<file path="src/rtl/sar_max_search.sv">
// sar_max_search
//   Successive-approximation search for a hidden value y using only an
//   external "y > probe" comparator. One bit is decided per accepted
//   comparator answer, MSB first, so a search takes exactly WIDTH answers.
//
//   state | meaning
//   IDLE  | waiting for start; probe and probe_valid held at 0
//   PROBE | probe presented, waiting for gt_valid to decide bit idx
//   DONE  | one-cycle done pulse; result already holds the recovered y
//
// Ports
//   clk          sole clock, rising edge
//   rst_n        synchronous active-low reset
//   start        begin a new search (IDLE only)
//   abort        cancel the search in progress / suppress start
//   probe        trial value presented to the comparator
//   probe_valid  probe is stable and awaiting an answer
//   gt           comparator answer: y > probe
//   gt_valid     gt is valid this cycle
//   busy         high in PROBE and DONE
//   done         one-cycle pulse when result becomes valid
//   result       recovered y; held until the next accepted start
module sar_max_search #(
  parameter int WIDTH = 4
) (
  input  logic             clk,
  input  logic             rst_n,
  input  logic             start,
  input  logic             abort,
  output logic [WIDTH-1:0] probe,
  output logic             probe_valid,
  input  logic             gt,
  input  logic             gt_valid,
  output logic             busy,
  output logic             done,
  output logic [WIDTH-1:0] result
);

  localparam int IW = (WIDTH > 2) ? $clog2(WIDTH) : 1;

  typedef enum logic [1:0] {
    IDLE  = 2'd0,
    PROBE = 2'd1,
    DONE  = 2'd2
  } state_t;

  state_t           state;
  state_t           state_nxt;
  logic [WIDTH-1:0] cand;
  logic [IW-1:0]    idx;
  logic [WIDTH-1:0] mask;
  logic             launch;
  logic             accept;

  // cand only has bits above idx set, so adding 2^idx-1 never carries out.
  assign mask   = (WIDTH'(1) << idx) - WIDTH'(1);
  assign launch = (state == IDLE) && start && !abort;
  assign accept = (state == PROBE) && gt_valid && !abort;

  always_comb begin
    state_nxt   = state;
    probe       = '0;
    probe_valid = 1'b0;
    busy        = 1'b0;
    done        = 1'b0;
    case (state)
      IDLE: begin
        if (launch) state_nxt = PROBE;
      end
      PROBE: begin
        probe       = cand + mask;
        probe_valid = 1'b1;
        busy        = 1'b1;
        if (abort) begin
          state_nxt = IDLE;
        end else if (accept && (idx == '0)) begin
          state_nxt = DONE;
        end
      end
      DONE: begin
        busy      = 1'b1;
        done      = 1'b1;
        state_nxt = IDLE;
      end
      default: state_nxt = IDLE;
    endcase
  end

  always_ff @(posedge clk) begin
    if (!rst_n) begin
      state  <= IDLE;
      cand   <= '0;
      idx    <= '0;
      result <= '0;
    end else begin
      state <= state_nxt;
      if (launch) begin
        cand   <= '0;
        idx    <= IW'(WIDTH - 1);
        result <= '0;
      end else if (accept) begin
        cand[idx] <= gt;
        if (idx != '0) begin
          idx <= idx - IW'(1);
        end else begin
          // bit 0 is being decided right now, so splice it in directly
          result <= {cand[WIDTH-1:1], gt};
        end
      end
    end
  end

endmodule
</file>
<file path="config.mk">
export PLATFORM = sky130hd
export DESIGN_NAME = sar_max_search
export DESIGN_NICKNAME = d
export VERILOG_FILES = /design/src/rtl/sar_max_search.sv
export SDC_FILE = /design/constraint.sdc
export NUM_CORES = 1
export LEC_CHECK = 0
export BUFFER_PORTS_ARGS = -buffer_cell sky130_fd_sc_hd__buf_2
export CAP_MARGIN = 20
export CORE_AREA = 2 2 42 44
export CTS_BUF_LIST = sky130_fd_sc_hd__clkbuf_4 sky130_fd_sc_hd__clkbuf_8
export CTS_CLUSTER_DIAMETER = 30
export CTS_CLUSTER_SIZE = 14
export DETAILED_ROUTE_END_ITERATION = 16
export DIE_AREA = 0 0 44 46
export HOLD_SLACK_MARGIN = 0.03
export PLACE_DENSITY = 0.73
export SYNTH_ARGS = -nofsm -noshare
export SYNTH_HDL_FRONTEND = slang
export SYNTH_SLANG_ARGS = --single-unit
</file>
<file path="constraint.sdc">
create_clock -name clk -period 5.3 [get_ports clk]
set_input_delay 0.53 -clock clk [delete_from_list [all_inputs] [get_ports clk]]
set_output_delay 0.53 -clock clk [all_outputs]
set_load 0.02 [all_outputs]
</file>
; Word-level counts from Yosys, hierarchy flattened
; Cells that the tools add are included.
[op_classes]
addsub = 3
n_lt_le_gt_ge = 2
n_eq_ne = 4
shifts = 1
muxes = 14
bitwise_logic = 2
n_reduce_logical = 17
[ops]
columns = operator, count
row1 = $mux W2, 6
row2 = $logic_and A1 B1 Y1, 6
row3 = $reduce_and A2 Y1, 3
row4 = $reduce_bool A2 Y1, 3
row5 = $add A4 B4 Y4, 1
row6 = $bwmux W4, 1
row7 = $logic_not A2 Y1, 2
row8 = $mux W1, 4
row9 = $mux W4, 1
row10 = $pmux W2 S2, 1
row11 = $reduce_or A2 Y1, 2
row12 = $shl A1 B2 Y4 const A, 1
row13 = $sub A4 B2 Y4 const B, 1
row14 = $lt A2 B3 Y1 const B, 1
row15 = $ne A3 B2 Y1 const B, 1
row16 = $demux W1 S2, 1
row17 = $eq A2 B1 Y1 const B, 1
row18 = $eq A2 B2 Y1 const B, 1
row19 = $ge A2 B1 Y1 const B, 1
row20 = $ne A2 B2 Y1 const B, 1
row21 = $not A1 Y1, 2
row22 = $sub A2 B1 Y2 const B, 1
row23 = $logic_not A1 Y1, 1
[word_totals]
ff_bits = 12
input_bits = 6
out_inout_bits = 11
elab_cells = 47

; Logic depth before layout (Yosys ltp)
; Gate-level depths: netlist of run 1.
[logic_depth]
depth_word = 7
depth_mapped = 11

; Worst setup path after synthesis of run 1
; Ideal clock, no wire load.
[synth_path]
kind = register to output
startpoint = reg idx[1]
endpoint = out probe[3]
t_arrival_ns = 1.937
required_ns = 4.770
path_slack_ns = 2.833
stages_incl_launch_ff = 12
n_path_buf = 0
path_cell_list = dfxtp_1 inv_1 ha_1 inv_1 ha_1 inv_1 ha_1 inv_1 fa_1 xor2_1 xnor2_1 and2_1
[synth_between]
elab_chain_cells = 4
[synth_rtl]
columns = item, line
row1 = start: declaration, 50  ; logic [IW-1:0] idx;
row2 = start signal: assignment, 99  ; idx <= IW'(WIDTH - 1);
row3 = start signal: assignment, 104  ; idx <= idx - IW'(1);
row4 = $shl A1 B2 Y4, 56  ; assign mask = (WIDTH'(1) << idx) - WIDTH'(1);
row5 = $sub A4 B2 Y4, 56
row6 = $add A4 B4 Y4, 71  ; probe = cand + mask;
row7 = $mux W4, 66  ; case (state)
row8 = end: declaration, 30  ; output logic [WIDTH-1:0] probe,
; Every way passes these cells.

; Final worst setup path of run 1
; Same ends and word-level chain as after synthesis.

==> qor.csv, run 1 <==
metric,value,unit
"top cells by count, synth","inv_1 (14), dfxtp_1 (11), ha_1 (11)",
GRT Residual Overflow,0,
ys async rst share,0,
initial core utilization,0.467,
Slew @ Worst Pin,347,ps
Via density,5.22,
CTS tree,yes,
postcts setup bufs,0,
library cells used by synthesis,24,
fmax,344,MHz
Seq pwr share,0.420,
WS Path Type,flop to output port,
fin crit period,2910,ps
top-area cell type share of the netlist area,0.292,
combinational share of power,0.285,
CTS sink cnt,11,
normalized max-slew margin,0.769,
Global Route Usage Sum,0.157,
Cell Int Power,0.145,mW
DP Area,837,um^2
cts repair resizes,0,
Crit path required time,4770,ps
IO Port Bufs,16,
Max clock buf depth,2,
Detail Route Antenna Nets,0,
Leakage,0.453,nW
Synth Instances,80,
final hold slack,496,ps
CORE AREA,1610,um^2
switching power,0.0646,mW
Chip Height,46,um
arrival time worst endpoint,2380,ps
post-synth net total,98,
drt initial violations,6,
Synthesis Warnings,0,
period utilisation layout,0.549,
share of post-route cells with drive strength above 1,0.235,
Setup Skew,3.08,ps
outcome,"finished, final reports clean",
P&R area growth vs syn,14.9,%
setup TNS,0,ps
drt drc,0,
filler instances,152,
syn_area_per_cell,9.43,um^2
Ant. Diodes,0,
Final Hold Vio Count,0,
first-pass iteration count of the detailed router,4,
vias in the first global route,557,
die area,2020,um^2
clock latency on the worst-skew pair,270,ps
Num CTS Buffers,3,
row count,15,
RSZ-0062 raised after global routing,false,
"Clk pin slew, worst setup/hold paths",70,ps
Setup crit end kind,output port,
"count leader, synth",inv_1,
Max VDD drop,0.154,mV
Synth Cell Area,754,um^2
Post-synth EDFFs,0,
CTS Hold Bufs,0,
post-synthesis sequential area ratio,0.292,
clock share of power,0.296,
clock root cell,clkbuf_4,
nets,117,
post-route cell area,867,um^2
routed vias,600,
final setup vio count,0,
Die Wd,44,um
Routed WL,1.32,mm
Slew Limit Fails,0,
wire length per cell,11.5,um
largest net degree at the start of global routing,12,
peak fanout along the critical path,3,
num ports,17,
startpoint types,flop,
Hold Crit Class,flop to flop,
H-tree depth,1,
Post-synth top flop,dfxtp_1,
MaxCap Viol Count,0,
gpl congestion,0.727,
Switching Share,0.308,
post-DP HPWL,1.07,mm
initial antenna violation count,0,
largest cells by area after synthesis,"dfxtp_1 (29%), ha_1 (18%), mux2i_1 (9.3%)",
cell taking the most area after synthesis,dfxtp_1,
first-pass GRT wire length,2.25,mm
Pwr Density,242,nW/um^2
Yosys reg bits,11,
## sequential cells by signal, indices dropped and copies added (netlist names)
name / flops
cand: 4
idx: 2
result: 3
state: 2
## metal layers
layer,GRT usage,share of wire
met4,0.0727,0.016
met2,0.262,0.50
met1,0.178,0.43
met3,0.0595,0.051
met5,0,0
## power groups by stage
| stage | clock network [mW] | logic (mW) | registers [mW] |
|---|---|---|---|
| floorplan | 0 | 0.0468 | 0.0893 |
| global placement | 0 | 0.0580 | 0.0896 |
| detailed placement | 0 | 0.0600 | 0.0899 |
| CTS | 0.0624 | 0.0606 | 0.0881 |
| global route | 0.0676 | 0.0674 | 0.0886 |
| finish | 0.0621 | 0.0597 | 0.0881 |
## kinds of logic after synthesis
logic type               after synthesis  synth area share
flip-flops                            11             0.292
multiplexers                           8             0.113
XOR/XNOR                               4            0.0464
AO/OA/AOI/OAI                          8            0.0730
AND/OR/NAND/NOR                       21             0.172
adder cells (fa/ha/maj)               12             0.209
buffers and inverters                 16            0.0945
## critical path, stage by stage (launching register included)
cell and delay, ps:
dfxtp_1 360, inv_1 90, ha_1 190, inv_1 60
ha_1 210, inv_1 60, ha_1 140, inv_1 40
fa_1 370, xor2_1 170, xnor2_1 130, and2_1 130
buf_2 150
## cell usage in the layout, fill, tap and decap left out
| cell | instances |
|---|---|
| nand2_1 | 2 |
| o31ai_1 | 1 |
| a21o_1 | 1 |
| nor2b_1 | 3 |
| nand2b_1 | 1 |
| a211o_1 | 1 |
| a211oi_1 | 1 |
| xnor2_1 | 2 |
| a21oi_2 | 1 |
| nor2_1 | 7 |
| and4bb_4 | 1 |
| nand4b_1 | 4 |
| dfxtp_1 | 11 |
| xor2_1 | 2 |
| mux2_4 | 1 |
| and2_1 | 2 |
| clkbuf_4 | 4 |
| a21oi_1 | 3 |
| ha_1 | 11 |
| buf_2 | 16 |
| fa_1 | 1 |
| nand3b_1 | 1 |
| inv_1 | 14 |
| mux2i_1 | 7 |
## metrics by stage
step           setup slack [ps]  power (mW)  cells  utilization
6_report                   2390       0.210    115        0.537
5_1_grt                    2230       0.223    115        0.537
4_1_cts                    2360       0.211    115        0.537
3_5_place_dp               2680       0.150    111        0.519
3_3_place_gp               2740       0.148    111        0.519
2_1_floorplan              2830       0.136     80            -
## path summary, 6_finish.rpt
| check | slack [ps] | to | depth (start not counted) | from |
|---|---|---|---|---|
| worst min-delay path | 500 | result[3] | 2 | result[3] |
| worst max register to register | 3700 | idx[1] | 5 | idx[0] |
| worst min register to register | 500 | result[3] | 2 | result[3] |
| worst max-delay path | 2390 | probe[3] | 12 | idx[1] |
## layout make-up
class	count	area, um^2	area share
multi-input combinational	53	463	0.534
inverter	14	52.6	0.0606
sequential	11	220	0.254
clock buffer	4	30.0	0.0346
timing repair buffer	16	80.1	0.0924
tap	17	21.3	0.0245
(Power assumes the default switching activity.)
==> inputs of run 2 (changes only) <==
CORE_AREA = 2 2 43 45   (was 2 2 42 44)
DIE_AREA = 0 0 45 47   (was 0 0 44 46)
PLACE_DENSITY = 0.72   (was 0.73)
clock period = 2.54 ns   (was 5.3 ns; I/O delays follow)
==> run 2 against run 1 <==
  * Cell count increased by 2.6%
  * Count of clock-buffer cells in the layout did not move
  * Via count shrank 0.33%
  * Hold slack worse by 210 ps
  * Core utilization increased by 5.4 points
  * Clock skew fell by 1.5 ps
  * Total power up 120%
  * Clock power is 100% higher
  * Register-to-register slack worse by 2700 ps
  * Critical path depth unchanged
  * Worst setup slack worse by 2300 ps
  * Largest cell class unchanged
  * Largest power group unchanged
==> qor.csv, run 2 (synthesis results as in run 1) <==
metric,value,unit,change
Chip Height,47,um,was 46 um
CTS sink cnt,11,,unchanged
Switching Share,0.310,,was 0.308
post-route cell area,976,um^2,was 867 um^2
filler instances,165,,was 152
clock latency on the worst-skew pair,260,ps,was 270 ps
Max VDD drop,0.325,mV,was 0.154 mV
fmax,405,MHz,
"commonest non-fill, non-tap cell in the layout",buf_2,,unchanged
final core occ,0.591,,was 0.537
total area of multi-input combinational cells,536,um^2,was 463 um^2
combinational share of power,0.338,,was 0.285
die area,2120,um^2,was 2020 um^2
outcome,"finished, final reports clean",,unchanged
"Clk pin slew, worst setup/hold paths",70,ps,about the same
Largest Register,cand,,unchanged
RSZ-0062 raised after global routing,true,,was false
most frequent cells in the layout,"buf_2 (15), dfxtp_1 (9), inv_1 (8)",,"was buf_2 (16), inv_1 (14), ha_1 (11), dfxtp_1 (11)"
Hold Path Sink,cand[3],,was result[3]
fin crit period,2470,ps,
H-tree depth,1,,unchanged
initial antenna violation count,0,,unchanged
share of post-route cells with drive strength above 1,0.406,,was 0.235
arrival time worst endpoint,2210,ps,was 2380 ps
startpoint types,flop,,unchanged
initial core utilization,0.457,,was 0.467
CTS tree,yes,,unchanged
Ant. Diodes,0,,unchanged
nets,120,,was 117
Leakage,0.473,nW,was 0.453 nW
row count,15,,unchanged
GRT Residual Overflow,0,,unchanged
drt initial violations,10,,was 6
vias in the first global route,537,,was 557
DP Area,837,um^2,unchanged
r2r startpoint,state[1],,was idx[0]
drt drc,0,,unchanged
Slew Limit Fails,0,,unchanged
reg2reg end,idx[1],,unchanged
Die Wd,45,um,was 44 um
Regs by FF count,"cand x4, result x3",,unchanged
WS Path Type,flop to output port,,unchanged
MaxCap Viol Count,0,,unchanged
CORE AREA,1650,um^2,was 1610 um^2
Setup Skew,1.61,ps,was 3.08 ps
CTS Hold Bufs,0,,unchanged
Max clock buf depth,2,,unchanged
Crit path required time,2290,ps,was 4770 ps
Pwr Density,481,nW/um^2,was 242 nW/um^2
clock root cell,clkbuf_4,,unchanged
Hold Crit Class,primary input to flop,,was flop to flop
largest net degree at the start of global routing,12,,unchanged
min-delay src,gt,,was result[3]
final setup vio count,0,,unchanged
first-pass GRT wire length,2.27,mm,was 2.25 mm
Setup crit end kind,output port,,unchanged
clock share of power,0.269,,was 0.296
Seq pwr share,0.394,,was 0.420
gpl congestion,0.757,,was 0.727
Final Hold Vio Count,0,,unchanged
IO Port Bufs,16,,unchanged
switching power,0.145,mW,was 0.0646 mW
period utilisation layout,0.971,,
Num CTS Buffers,3,,unchanged
Hold Path Depth,3,,was 2
post-DP HPWL,1.10,mm,was 1.07 mm
r2r worst-path depth,5,,unchanged
Global Route Usage Sum,0.147,,was 0.157
peak fanout along the critical path,3,,unchanged
wire length per cell,12.5,um,was 11.5 um
normalized max-slew margin,0.766,,was 0.769
Via density,5.07,,was 5.22
Routed WL,1.48,mm,was 1.32 mm
first-pass iteration count of the detailed router,6,,was 4
num ports,17,,unchanged
Reg area,225,um^2,was 220 um^2
r2r setup slk,960,ps,was 3700 ps
Slew @ Worst Pin,350,ps,was 347 ps
Cell Int Power,0.324,mW,was 0.145 mW
routed vias,598,,was 600
P&R area growth vs syn,29.4,%,was 14.9%
Detail Route Antenna Nets,0,,unchanged
Largest register FFs,4,,unchanged
run 2: stage by stage:
step	total power [mW]	cells	hold WS, ps	TNS [ps]	setup slack (ps)
2_1_floorplan	0.284	80	398	0	349
3_3_place_gp	0.307	111	474	0	260
3_5_place_dp	0.312	111	491	0	199
4_1_cts	0.451	117	279	0	27.6
5_1_grt	0.501	118	295	-38.8	-38.8
6_report	0.470	118	283	0	73.0
run 2: worst max-delay path by stage:
| stage | from | end | slack, ps | cells past startpoint |
|---|---|---|---|---|
| 6_report | idx[1] | probe[3] | 70 | 12 |
| 5_1_grt | idx[1] | probe[3] | -40 | 12 |
| 4_1_cts | idx[0] | probe[3] | 30 | 12 |
| 3_5_place_dp | idx[0] | probe[3] | 200 | 11 |
| 3_3_place_gp | idx[1] | probe[3] | 260 | 12 |
| 2_1_floorplan | idx[1] | probe[3] | 350 | 11 |
run 2: per-layer routing:
layer,GRT usage,vias to the layer above,share of wire
li1,-,303,-
met1,0.164,280,0.42
met2,0.274,13,0.54
met3,0.0346,2,0.035
met4,0.0529,0,0.0061
met5,0,-,0
run 2: worst max-delay path, cell delays in order, from the launching register on:
cell and delay, ps:
dfxtp_2 350, inv_4 50, ha_4 160, inv_2 60
ha_4 190, inv_2 60, ha_4 120, inv_2 30
fa_2 360, xor2_2 150, xnor2_1 150, and2_1 160
buf_6 120
run 2: area by class of cell:
class	instances	share of cell area
timing repair buffer	19	0.112
sequential	11	0.231
inverter	14	0.0564
tap	17	0.0218
multi-input combinational	53	0.549
clock buffer	4	0.0308
run 2: power by group through the flow:
stage	Sequential [mW]	Clock (mW)	Combinational [mW]
5_1_grt	0.186	0.138	0.177
3_3_place_gp	0.187	0	0.120
3_5_place_dp	0.188	0	0.125
2_1_floorplan	0.186	0	0.0976
4_1_cts	0.185	0.130	0.136
6_report	0.185	0.126	0.159
run 2: timing repair:
item / in CTS / in global routing
gates cloned: 0 / 0
setup endpoints to repair: 1 / 1
pin swaps: 0 / 5
resized for setup: 9 / 13
setup buffers: 2 / 1
==> inputs of run 3 (changes only) <==
BUFFER_PORTS_ARGS = not set   (was -buffer_cell sky130_fd_sc_hd__buf_2)
CORE_AREA = 2 2 47 49   (was 2 2 43 45)
DIE_AREA = 0 0 49 51   (was 0 0 45 47)
DONT_BUFFER_PORTS = 1   (was not set)
GPL_TIMING_DRIVEN = 0   (was not set)
PLACE_DENSITY = not set   (was 0.72)
==> run 3 against run 2 <==
  * Maximum frequency is 0.93% higher
  * Critical path depth is 1 lower
  * Critical endpoint unchanged
  * Sequential power hardly changed
  * Count of clock-buffer cells in the layout stayed put
  * Non-clock buffer count is 15 lower
  * Largest power group unchanged
  * Combinational power is 16% lower
==> qor.csv, run 3 (synthesis results as in run 1) <==
metric,value,unit,change
outcome,"finished, final reports clean",,unchanged
first-pass GRT wire length,2.18,mm,was 2.27 mm
DP Worst Slack,214,ps,was 199 ps
arrival time worst endpoint,2190,ps,was 2210 ps
IO Port Bufs,0,,was 16
MaxCap Viol Count,0,,unchanged
gpl congestion,0.716,,was 0.757
Seq pwr share,0.412,,was 0.394
Hold Crit Class,primary input to flop,,unchanged
die area,2500,um^2,was 2120 um^2
startpoint types,flop,,unchanged
"Clk pin slew, worst setup/hold paths",70,ps,about the same
wire length per cell,12.3,um,was 12.5 um
clock root cell,clkbuf_4,,unchanged
share of post-route cells with drive strength above 1,0.267,,was 0.406
Pwr Density,505,nW/um^2,was 481 nW/um^2
Leakage,0.399,nW,was 0.473 nW
first-pass iteration count of the detailed router,3,,was 6
Slew @ Worst Pin,403,ps,was 350 ps
H-tree depth,1,,unchanged
Slew Limit Fails,0,,unchanged
fin crit period,2440,ps,was 2470 ps
final hold slack,123,ps,was 283 ps
CTS sink cnt,11,,unchanged
period utilisation layout,0.962,,was 0.971
P&R area growth vs syn,18.2,%,was 29.4%
fmax,409,MHz,was 405 MHz
row count,17,,was 15
CTS tree,yes,,unchanged
Chip Height,51,um,was 47 um
drt initial violations,4,,was 10
Ant. Diodes,0,,unchanged
Final Hold Vio Count,0,,unchanged
Setup crit end kind,output port,,unchanged
normalized max-slew margin,0.731,,was 0.766
GRT Residual Overflow,0,,unchanged
num ports,17,,unchanged
Switching Share,0.310,,about the same
Num CTS Buffers,3,,unchanged
post-DP HPWL,1.08,mm,was 1.10 mm
Routed WL,1.40,mm,was 1.48 mm
Global Route Usage Sum,0.117,,was 0.147
Max clock buf depth,2,,unchanged
nets,105,,was 120
CORE AREA,2060,um^2,was 1650 um^2
peak fanout along the critical path,3,,unchanged
CTS Hold Bufs,0,,unchanged
final core occ,0.432,,was 0.591
initial core utilization,0.366,,was 0.457
Largest register FFs,4,,unchanged
Max VDD drop,0.313,mV,was 0.325 mV
"commonest non-fill, non-tap cell in the layout",inv_1,,was buf_2
Setup Skew,1.13,ps,was 1.61 ps
largest net degree at the start of global routing,11,,was 12
Crit path required time,2290,ps,about the same
r2r startpoint,state[1],,unchanged
Largest Register,cand,,unchanged
min-delay src,gt,,unchanged
Cell Int Power,0.311,mW,was 0.324 mW
Via density,4.88,,was 5.07
clock share of power,0.293,,was 0.269
clock latency on the worst-skew pair,270,ps,was 260 ps
Die Wd,49,um,was 45 um
combinational share of power,0.295,,was 0.338
drt drc,0,,unchanged
WS Path Type,flop to output port,,unchanged
routed vias,556,,was 598
initial antenna violation count,0,,unchanged
crit path from,idx[1],,unchanged
Power Total,0.450,mW,was 0.470 mW
switching power,0.139,mW,was 0.145 mW
PnR worst setup slack,95.7,ps,was 73.0 ps
most frequent cells in the layout,"inv_1 (10), dfxtp_1 (9), mux2i_1 (7), nor2_1 (7), ha_1 (7)",,"was buf_2 (15), dfxtp_1 (9), inv_1 (8)"
final setup vio count,0,,unchanged
vias in the first global route,524,,was 537
Regs by FF count,"cand x4, result x3",,unchanged
Detail Route Antenna Nets,0,,unchanged
run 3: changes by cell type in the layout (fill, tap and decap cells not counted), moves of 2 or more:
cell   delta
buf_2    -15
inv_2     -3
ha_4      -2
inv_1     +2
run 3: power groups by stage:
stage / combinational (mW) / clock, mW / sequential [mW]
after floorplan: 0.0976 / 0 / 0.186
after global placement: 0.111 / 0 / 0.187
after detailed placement: 0.115 / 0 / 0.187
after CTS: 0.117 / 0.135 / 0.184
after global routing: 0.150 / 0.141 / 0.186
final: 0.133 / 0.132 / 0.185
run 3: per-stage QoR:
stage | TNS [ps] | std cells | cell area [um^2]
finish | 0 | 114 | 892
global route | -10.1 | 114 | 892
CTS | 0 | 112 | 827
detailed placement | 0 | 108 | 790
global placement | 0 | 108 | 790
floorplan | 0 | 80 | 754
run 3: layout make-up:
cell class | instances | area, um^2
Fill cell | 220 | 1170
Sequential cell | 11 | 228
Timing Repair Buffer | 2 | 15.0
Multi-Input combinational cell | 53 | 508
Clock buffer | 4 | 30.0
Tap cell | 28 | 35.0
Inverter | 14 | 57.6
Buffer | 2 | 18.8
run 3: worst paths after layout:
kind | endpoint | slack (ps) | cells after the start
hold reg to reg | cand[0] | 530 | 2
setup / recovery | probe[3] | 100 | 11
setup reg to reg | idx[1] | 870 | 6
hold / removal | cand[0] | 120 | 2
run 3: metal layers:
layer | routed length (um) | vias to the layer above | global-route usage
li1 | - | 275 | -
met2 | 641 | 17 | 0.189
met4 | 38 | 0 | 0.0857
met1 | 643 | 259 | 0.132
met5 | 0 | - | 0
met3 | 78 | 5 | 0.0322
run 3: critical path, cell delays in order (launching register included):
cell and delay, ps:
dfxtp_4 350, inv_4 80, ha_4 140, inv_2 40
ha_4 220, inv_1 50, ha_2 160, inv_2 40
fa_2 340, xor2_1 150, xnor2_1 150, and2_4 190
run 3: repair_timing:
action                     in CTS  in global routing
resized for setup               6                 13
setup buffers                   0                  2
pin swaps                       1                  7
setup endpoints to repair       1                  2
